`src/rtl/axis_gpio_sampler_pkg.sv`:
```
// -----------------------------------------------------------------------------
// axis_gpio_sampler_pkg
// Shared definitions for the GPIO capture sequencer: default bus widths,
// the status state encoding (also consumed by register-map logic) and a
// helper that converts the FSM state to its 2-bit status code.
// -----------------------------------------------------------------------------
package axis_gpio_sampler_pkg;

  localparam int unsigned AXIS_TDATA_WIDTH_DEF = 32;
  localparam int unsigned CNTR_WIDTH_DEF       = 32;
  localparam int unsigned STATE_W              = 2;

  // Status codes as seen by software on sts_state.
  localparam logic [STATE_W-1:0] STATE_IDLE    = 2'd0;
  localparam logic [STATE_W-1:0] STATE_ARMED   = 2'd1;
  localparam logic [STATE_W-1:0] STATE_CAPTURE = 2'd2;
  localparam logic [STATE_W-1:0] STATE_DONE    = 2'd3;

  typedef enum logic [STATE_W-1:0] {
    ST_IDLE    = STATE_IDLE,
    ST_ARMED   = STATE_ARMED,
    ST_CAPTURE = STATE_CAPTURE,
    ST_DONE    = STATE_DONE
  } state_e;

  // Status code for a given FSM state.
  function automatic logic [STATE_W-1:0] state_code(input state_e s);
    return STATE_W'(s);
  endfunction

endpackage : axis_gpio_sampler_pkg

```
`src/rtl/axis_gpio_sampler_if.sv`:
```
// -----------------------------------------------------------------------------
// axis_gpio_sampler_if
// AXI4-Stream channel bundle used for both the GPIO sample input and the
// packetised burst output of axis_gpio_sampler.
//   tdata  : DATA_W-bit payload
//   tvalid : source has a beat
//   tready : sink accepts the beat
//   tlast  : final beat of a packet
// Modports: master = stream source, slave = stream sink.
// -----------------------------------------------------------------------------
interface axis_gpio_sampler_if
  import axis_gpio_sampler_pkg::*;
#(
  parameter int unsigned DATA_W = AXIS_TDATA_WIDTH_DEF
) ();

  logic [DATA_W-1:0] tdata;
  logic              tvalid;
  logic              tready;
  logic              tlast;

  modport master (
    output tdata,
    output tvalid,
    output tlast,
    input  tready
  );

  modport slave (
    input  tdata,
    input  tvalid,
    input  tlast,
    output tready
  );

endinterface : axis_gpio_sampler_if

```
`src/rtl/axis_gpio_edge_detect.sv`:
```
// -----------------------------------------------------------------------------
// axis_gpio_edge_detect
// Keeps the previously accepted GPIO word and reports a masked rising edge
// on the current beat. Edges are suppressed until one beat has been seen
// since reset, so a line that is already high is not mistaken for an edge.
// Ports:
//   aclk, areset : clock, synchronous active-high reset
//   i_mask       : bits that participate in edge detection
//   i_data       : current GPIO word
//   i_accept     : current beat is accepted (updates history)
//   o_edge_c     : combinational masked rising-edge flag for i_data
// -----------------------------------------------------------------------------
module axis_gpio_edge_detect
  import axis_gpio_sampler_pkg::*;
#(
  parameter int unsigned DATA_W = AXIS_TDATA_WIDTH_DEF
) (
  input  logic              aclk,
  input  logic              areset,
  input  logic [DATA_W-1:0] i_mask,
  input  logic [DATA_W-1:0] i_data,
  input  logic              i_accept,
  output logic              o_edge_c
);

  logic [DATA_W-1:0] r_prev;
  logic              r_prev_ok;

  // History of the last accepted beat.
  always_ff @(posedge aclk) begin
    if (areset) begin
      r_prev    <= '0;
      r_prev_ok <= 1'b0;
    end else if (i_accept) begin
      r_prev    <= i_data;
      r_prev_ok <= 1'b1;
    end
  end

  assign o_edge_c = r_prev_ok && (|(i_mask & i_data & ~r_prev));

endmodule : axis_gpio_edge_detect

```
`src/rtl/axis_gpio_sampler.sv`:
```
// -----------------------------------------------------------------------------
// axis_gpio_sampler
// Capture sequencer between an always-valid GPIO sample stream and a DMA/FIFO
// writer. Arms on command, triggers on a masked rising edge or a software
// pulse, then emits cfg_count samples, one every cfg_decim+1 accepted input
// beats, as one AXI4-Stream packet with tlast on the final sample.
// Ports:
//   aclk, areset   : clock, synchronous active-high reset
//   cfg_mask       : edge-trigger bit mask (used live)
//   cfg_decim      : decimation, latched on arm
//   cfg_count      : samples per burst, latched on arm (0 = arm ignored)
//   arm, trg_soft  : single-cycle command pulses
//   s_axis         : GPIO input stream (slave)
//   m_axis         : sample output stream (master)
//   sts_state      : 0 IDLE, 1 ARMED, 2 CAPTURE, 3 DONE
//   sts_count      : samples loaded in the current/last burst
//   sts_overflow   : sticky, an input beat was refused
// -----------------------------------------------------------------------------
module axis_gpio_sampler
  import axis_gpio_sampler_pkg::*;
#(
  parameter int unsigned AXIS_TDATA_WIDTH = AXIS_TDATA_WIDTH_DEF,
  parameter int unsigned CNTR_WIDTH       = CNTR_WIDTH_DEF
) (
  input  logic                        aclk,
  input  logic                        areset,
  input  logic [AXIS_TDATA_WIDTH-1:0] cfg_mask,
  input  logic [CNTR_WIDTH-1:0]       cfg_decim,
  input  logic [CNTR_WIDTH-1:0]       cfg_count,
  input  logic                        arm,
  input  logic                        trg_soft,
  axis_gpio_sampler_if.slave          s_axis,
  axis_gpio_sampler_if.master         m_axis,
  output logic [STATE_W-1:0]          sts_state,
  output logic [CNTR_WIDTH-1:0]       sts_count,
  output logic                        sts_overflow
);

  localparam int unsigned DW = AXIS_TDATA_WIDTH;
  localparam int unsigned CW = CNTR_WIDTH;

  state_e          r_state;
  state_e          w_state_nxt;

  logic [CW-1:0]   r_decim;
  logic [CW-1:0]   r_count_tgt;
  logic [CW-1:0]   r_decim_cnt;
  logic [CW-1:0]   r_sts_count;
  logic            r_overflow;
  logic            r_soft_pend;

  logic [DW-1:0]   r_tdata;
  logic            r_tvalid;
  logic            r_tlast;

  logic            w_tready;
  logic            w_accept;
  logic            w_refuse;
  logic            w_drain;
  logic            w_edge;
  logic            w_soft;
  logic            w_cnt_zero;
  logic [CW-1:0]   w_sts_inc;
  logic            w_arm_ok;
  logic            w_load;
  logic            w_load_last;
  logic            w_cap_dec;
  logic            w_unused_tlast;

  // The GPIO source never frames packets.
  assign w_unused_tlast = s_axis.tlast;

  axis_gpio_edge_detect #(
    .DATA_W (DW)
  ) u_edge (
    .aclk     (aclk),
    .areset   (areset),
    .i_mask   (cfg_mask),
    .i_data   (s_axis.tdata),
    .i_accept (w_accept),
    .o_edge_c (w_edge)
  );

  // Input is only refused when a sample is due but the output slot is stuck.
  assign w_cnt_zero = (r_decim_cnt == '0);
  assign w_tready   = !((r_state == ST_CAPTURE) && w_cnt_zero &&
                        r_tvalid && !m_axis.tready);
  assign w_accept   = s_axis.tvalid && w_tready;
  assign w_refuse   = s_axis.tvalid && !w_tready;
  assign w_drain    = r_tvalid && m_axis.tready;
  // A pulse in the trigger cycle itself counts as pending.
  assign w_soft     = r_soft_pend || trg_soft;
  assign w_sts_inc  = r_sts_count + CW'(1);

  // FSM state register.
  always_ff @(posedge aclk) begin
    if (areset) begin
      r_state <= ST_IDLE;
    end else begin
      r_state <= w_state_nxt;
    end
  end

  // FSM next state and datapath strobes.
  always_comb begin
    w_state_nxt = r_state;
    w_arm_ok    = 1'b0;
    w_load      = 1'b0;
    w_load_last = 1'b0;
    w_cap_dec   = 1'b0;
    case (r_state)
      ST_IDLE: begin
        if (arm && (cfg_count != '0)) begin
          w_arm_ok    = 1'b1;
          w_state_nxt = ST_ARMED;
        end
      end
      ST_ARMED: begin
        if (w_accept && (w_edge || w_soft)) begin
          w_load      = 1'b1;
          w_load_last = (r_count_tgt == CW'(1));
          w_state_nxt = w_load_last ? ST_DONE : ST_CAPTURE;
        end
      end
      ST_CAPTURE: begin
        if (w_accept) begin
          if (w_cnt_zero) begin
            w_load      = 1'b1;
            w_load_last = (w_sts_inc == r_count_tgt);
            if (w_load_last) begin
              w_state_nxt = ST_DONE;
            end
          end else begin
            w_cap_dec = 1'b1;
          end
        end
      end
      ST_DONE: begin
        // The output slot holds the tlast beat until it drains.
        if (w_drain) begin
          w_state_nxt = ST_IDLE;
        end
      end
      default: begin
        w_state_nxt = ST_IDLE;
      end
    endcase
  end

  // Burst configuration, counters and status.
  always_ff @(posedge aclk) begin
    if (areset) begin
      r_decim     <= '0;
      r_count_tgt <= '0;
      r_decim_cnt <= '0;
      r_sts_count <= '0;
      r_overflow  <= 1'b0;
      r_soft_pend <= 1'b0;
    end else begin
      if (w_arm_ok) begin
        r_decim     <= cfg_decim;
        r_count_tgt <= cfg_count;
        r_sts_count <= '0;
      end

      // sts_count is 0 while armed, so the first load yields 1.
      if (w_load) begin
        r_sts_count <= w_sts_inc;
        r_decim_cnt <= r_decim;
      end else if (w_cap_dec) begin
        r_decim_cnt <= r_decim_cnt - CW'(1);
      end

      if (r_state == ST_ARMED) begin
        if (w_load) begin
          r_soft_pend <= 1'b0;
        end else if (trg_soft) begin
          r_soft_pend <= 1'b1;
        end
      end

      if (w_arm_ok) begin
        r_overflow <= 1'b0;
      end else if (w_refuse) begin
        r_overflow <= 1'b1;
      end
    end
  end

  // Single-stage output register; a load wins over a drain.
  always_ff @(posedge aclk) begin
    if (areset) begin
      r_tdata  <= '0;
      r_tvalid <= 1'b0;
      r_tlast  <= 1'b0;
    end else if (w_load) begin
      r_tdata  <= s_axis.tdata;
      r_tvalid <= 1'b1;
      r_tlast  <= w_load_last;
    end else if (m_axis.tready) begin
      r_tvalid <= 1'b0;
      r_tlast  <= 1'b0;
    end
  end

  assign s_axis.tready = w_tready;
  assign m_axis.tdata  = r_tdata;
  assign m_axis.tvalid = r_tvalid;
  assign m_axis.tlast  = r_tlast;

  assign sts_state    = state_code(r_state);
  assign sts_count    = r_sts_count;
  assign sts_overflow = r_overflow;

endmodule : axis_gpio_sampler

```
`src/flat_wrapper.sv`:
```
// flat-port wrapper written by rule: the top's interface ports become plain ports
module axis_gpio_sampler_flat import axis_gpio_sampler_pkg::*;
#(
  parameter int unsigned AXIS_TDATA_WIDTH = AXIS_TDATA_WIDTH_DEF,
  parameter int unsigned CNTR_WIDTH       = CNTR_WIDTH_DEF
)
  (aclk, areset, cfg_mask, cfg_decim, cfg_count, arm, trg_soft, sts_state, sts_count, sts_overflow, s_axis_tdata, s_axis_tvalid, s_axis_tlast, s_axis_tready, m_axis_tdata, m_axis_tvalid, m_axis_tlast, m_axis_tready);
  axis_gpio_sampler_if #(.DATA_W((32))) s_axis_i ();
  axis_gpio_sampler_if #(.DATA_W((32))) m_axis_i ();
  input  logic aclk;
  input  logic areset;
  input  logic [AXIS_TDATA_WIDTH-1:0] cfg_mask;
  input  logic [CNTR_WIDTH-1:0] cfg_decim;
  input  logic [CNTR_WIDTH-1:0] cfg_count;
  input  logic arm;
  input  logic trg_soft;
  output logic [STATE_W-1:0] sts_state;
  output logic [CNTR_WIDTH-1:0] sts_count;
  output logic sts_overflow;
  input wire logic [$bits(s_axis_i.tdata)-1:0] s_axis_tdata;
  input wire logic [$bits(s_axis_i.tvalid)-1:0] s_axis_tvalid;
  input wire logic [$bits(s_axis_i.tlast)-1:0] s_axis_tlast;
  output wire logic [$bits(s_axis_i.tready)-1:0] s_axis_tready;
  output wire logic [$bits(m_axis_i.tdata)-1:0] m_axis_tdata;
  output wire logic [$bits(m_axis_i.tvalid)-1:0] m_axis_tvalid;
  output wire logic [$bits(m_axis_i.tlast)-1:0] m_axis_tlast;
  input wire logic [$bits(m_axis_i.tready)-1:0] m_axis_tready;
  assign s_axis_i.tdata = s_axis_tdata;
  assign s_axis_i.tvalid = s_axis_tvalid;
  assign s_axis_i.tlast = s_axis_tlast;
  assign s_axis_tready = s_axis_i.tready;
  assign m_axis_tdata = m_axis_i.tdata;
  assign m_axis_tvalid = m_axis_i.tvalid;
  assign m_axis_tlast = m_axis_i.tlast;
  assign m_axis_i.tready = m_axis_tready;
  axis_gpio_sampler #(.AXIS_TDATA_WIDTH(AXIS_TDATA_WIDTH), .CNTR_WIDTH(CNTR_WIDTH)) u_core (.aclk(aclk), .areset(areset), .cfg_mask(cfg_mask), .cfg_decim(cfg_decim), .cfg_count(cfg_count), .arm(arm), .trg_soft(trg_soft), .s_axis(s_axis_i), .m_axis(m_axis_i), .sts_state(sts_state), .sts_count(sts_count), .sts_overflow(sts_overflow));
endmodule
```
`config.mk`:
```
export PLATFORM = sky130hd
export DESIGN_NAME = axis_gpio_sampler_flat
export DESIGN_NICKNAME = d
export VERILOG_FILES = /design/src/rtl/axis_gpio_sampler_pkg.sv /design/src/rtl/axis_gpio_sampler_if.sv /design/src/rtl/axis_gpio_edge_detect.sv /design/src/rtl/axis_gpio_sampler.sv /design/src/flat_wrapper.sv
export SDC_FILE = /design/constraint.sdc
export NUM_CORES = 1
export LEC_CHECK = 0
export BUFFER_PORTS_ARGS = -buffer_cell sky130_fd_sc_hd__buf_4
export CAP_MARGIN = 10
export CORE_UTILIZATION = 35
export DETAILED_ROUTE_END_ITERATION = 7
export HOLD_SLACK_MARGIN = 0.08
export PLACE_DENSITY_LB_ADDON = 0.15
export SLEW_MARGIN = 5
export SYNTH_ARGS = -nofsm -noshare
export SYNTH_HDL_FRONTEND = slang
export SYNTH_SLANG_ARGS = --single-unit
export TNS_END_PERCENT = 100
```
`constraint.sdc`:
```
create_clock -name aclk -period 8.16 [get_ports aclk]
set_input_delay 2.04 -clock aclk [delete_from_list [all_inputs] [get_ports aclk]]
set_output_delay 2.04 -clock aclk [all_outputs]
set_load 0.05 [all_outputs]
```
==> run metrics <==
cells after synthesis between 1,000 and 1,500; count leader, synth dfxtp_1; Reg2Reg Setup Slack between 3 and 4 ns; Critical Path RT between 6 and 7 ns; global-route wire length before repair 45.0 mm; clk sink count 199; DIE HEIGHT 168 um; post-CTS setup buffers 0; sequential area share after synthesis 41.1%; Row Count 60; Clock transition at path regs roughly 0.080 ns; final setup violation count 0; hold wc startpoint u_core.r_decim[1]; Worst Skew about 0.019 ns; CP Class in -> out; critical path launch point type input pin; CTS H-Tree Depth 4; Critical path origin m_axis_tready; final count of pins violating max slew 0; cts bufs inserted 17; dpl ws 2.66 ns; non-filler cells, final 1,686; worst r2r src u_core.r_decim_cnt[14]; antenna violations before repair 0; max_slew headroom a little over a third; fillcell total roughly 2,700; fin nets 1,474; largest net degree at the start of global routing between 80 and 90; # placed instances between 1,500 and 2,000; crit path capture type output pin; Post-Syn Area ~0.0097 mm2; Max-cap violations 0; Final Util between 40% and 50%; clk root buf clkbuf_16; number of synthesized register bits ~200; die width approximately 170 um; number of hold buffers added after cts 0; vias in the first global route slightly above 8,000; worst skew pair latency 0.45 ns; Area contributors post-synth dfxtp_1, mux2i_1, nand2_1, nor2_1, a21oi_1; crit path DAT about 3.0 ns; Mapped Avg Cell Area 8.23 um2; Residual DRC 0; total routed wirelength about 28 mm; worst min-delay path class reg -> reg; post-cts gate resize count 0; num ports 205; leakage power total 5.03 nW; layout cell share with drive strength beyond 1 19.5%; vias approximately 8,800; syn nets between 1,000 and 1,500; Power Dens Cells approximately 290 mW/mm2; initial DRC count 575; port bufs approximately 200; asr flop ratio synth 0%; Synth area leader dfxtp_1; Power Total roughly 3.5 mW; Ys Warns 0; Tightest Pin Transition roughly 0.95 ns; fmax about 200 MHz; status complete, no violations; GR Overflow Total 0; Fin. Hold Viols 0; Final ANT Viol Nets 0; crit path max fanout 3; hold slack 0.461 ns; DRT Pass-1 Iters 5; area of the core between 0.02 and 0.03 mm2; total track usage 20.1%; setup TNS 0 ns; Distinct cells, synth 67; predominant post-synthesis flop cell dfxtp_1; fin crit period around 5.0 ns; CTS tree built; fin crit share between 60% and 70%; die footprint ~0.028 mm2; Area after DPL 0.0114 mm2; Post-synth EDFFs 0; RD Place Congestion ~0.91; vias per cell around 5.2; clock tree buffer depth 2; Commonest cells post-synth dfxtp_1, nand2_1, nor2_1; DP HPWL 20.6 mm; starting density of the core a little over a third; Area Overhead vs Synth 24.1%; unrepaired setup endpoints after global routing false; wire length per cell approximately 17 um; Synth top area share roughly 41%; PnR worst setup slack about 3.2 ns; fin area between 0.01 and 0.015 mm2; Ant. Diodes 0; Max VDD drop roughly 0.19 mV
-- state kept, by name, summed over array words and instances (netlist names) --
| name | cells |
|---|---|
| u_core.m_axis.tdata | 32 |
| u_core.r_count_tgt | 32 |
| u_core.r_decim | 32 |
| u_core.r_decim_cnt | 32 |
| u_core.sts_count | 32 |
| u_core.u_edge.r_prev | 32 |
| u_core.sts_state | 2 |
| u_core.m_axis.tlast | 1 |
| u_core.m_axis.tvalid | 1 |
| u_core.r_soft_pend | 1 |
| u_core.sts_overflow | 1 |
| u_core.u_edge.r_prev_ok | 1 |
-- per-layer routing --
layer	GRT usage, %	up-vias	part of all wire [%]
li1	-	4430	-
met1	26.0	4121	45
met2	33.8	190	48
met3	4.33	27	4.9
met4	5.10	0	1.8
met5	0	-	0
-- path summary, 6_finish.rpt --
check | end | cells past startpoint
worst max register to register | u_core.sts_count[2] | 9
worst max-delay path | s_axis_tready | 6
worst min register to register | u_core.r_decim[1] | 2
worst min-delay path | u_core.r_decim[1] | 2
-- placed cells by master, fill, tap and decap left out, types with 12 or more instances in the layout --
master and count:
nor4_1 27, clkbuf_16 17, nand3_1 14, o21ai_0 12
dfxtp_1 199, nand3b_1 33, o21ai_1 40, nand2_1 181
nor2_1 152, xnor2_1 41, o31ai_1 15, a21oi_1 98
inv_1 17, mux2i_1 83, nand4_1 22, nor3_1 21
xor2_1 30, buf_4 211
-- layout make-up --
type | count | area (um2) | share of cell area, %
clock buffer | 17 | 425 | 3.54
clock inverter | 15 | 218 | 1.81
inverter | 18 | 70.1 | 0.583
multi-input combinational | 885 | 5310 | 44.2
sequential | 199 | 3980 | 33.1
tap | 341 | 427 | 3.55
timing repair buffer | 211 | 1580 | 13.2
-- cells by family after synthesis --
| group | Yosys count | synth area share (%) |
|---|---|---|
| fa+ha+maj | 7 | 0.904 |
| compound gates | 207 | 12.7 |
| flops | 199 | 41.1 |
| mux | 83 | 8.57 |
| simple gates | 517 | 26.0 |
| buf+inv | 93 | 4.21 |
| xor+xnor | 71 | 6.42 |
-- power by group --
part	switching, mW	internal [mW]
clock network	0.471	0.433
logic	0.778	0.522
registers	0.128	1.12
total	1.38	2.08
-- worst max-delay path, stage by stage --
cell and delay, ns:
buf_4 0.12, inv_1 0.07, nand2_1 0.10, nor3_2 0.14, nand4_2 0.22, buf_4 0.27
Power figures use the tool's default switching activity.
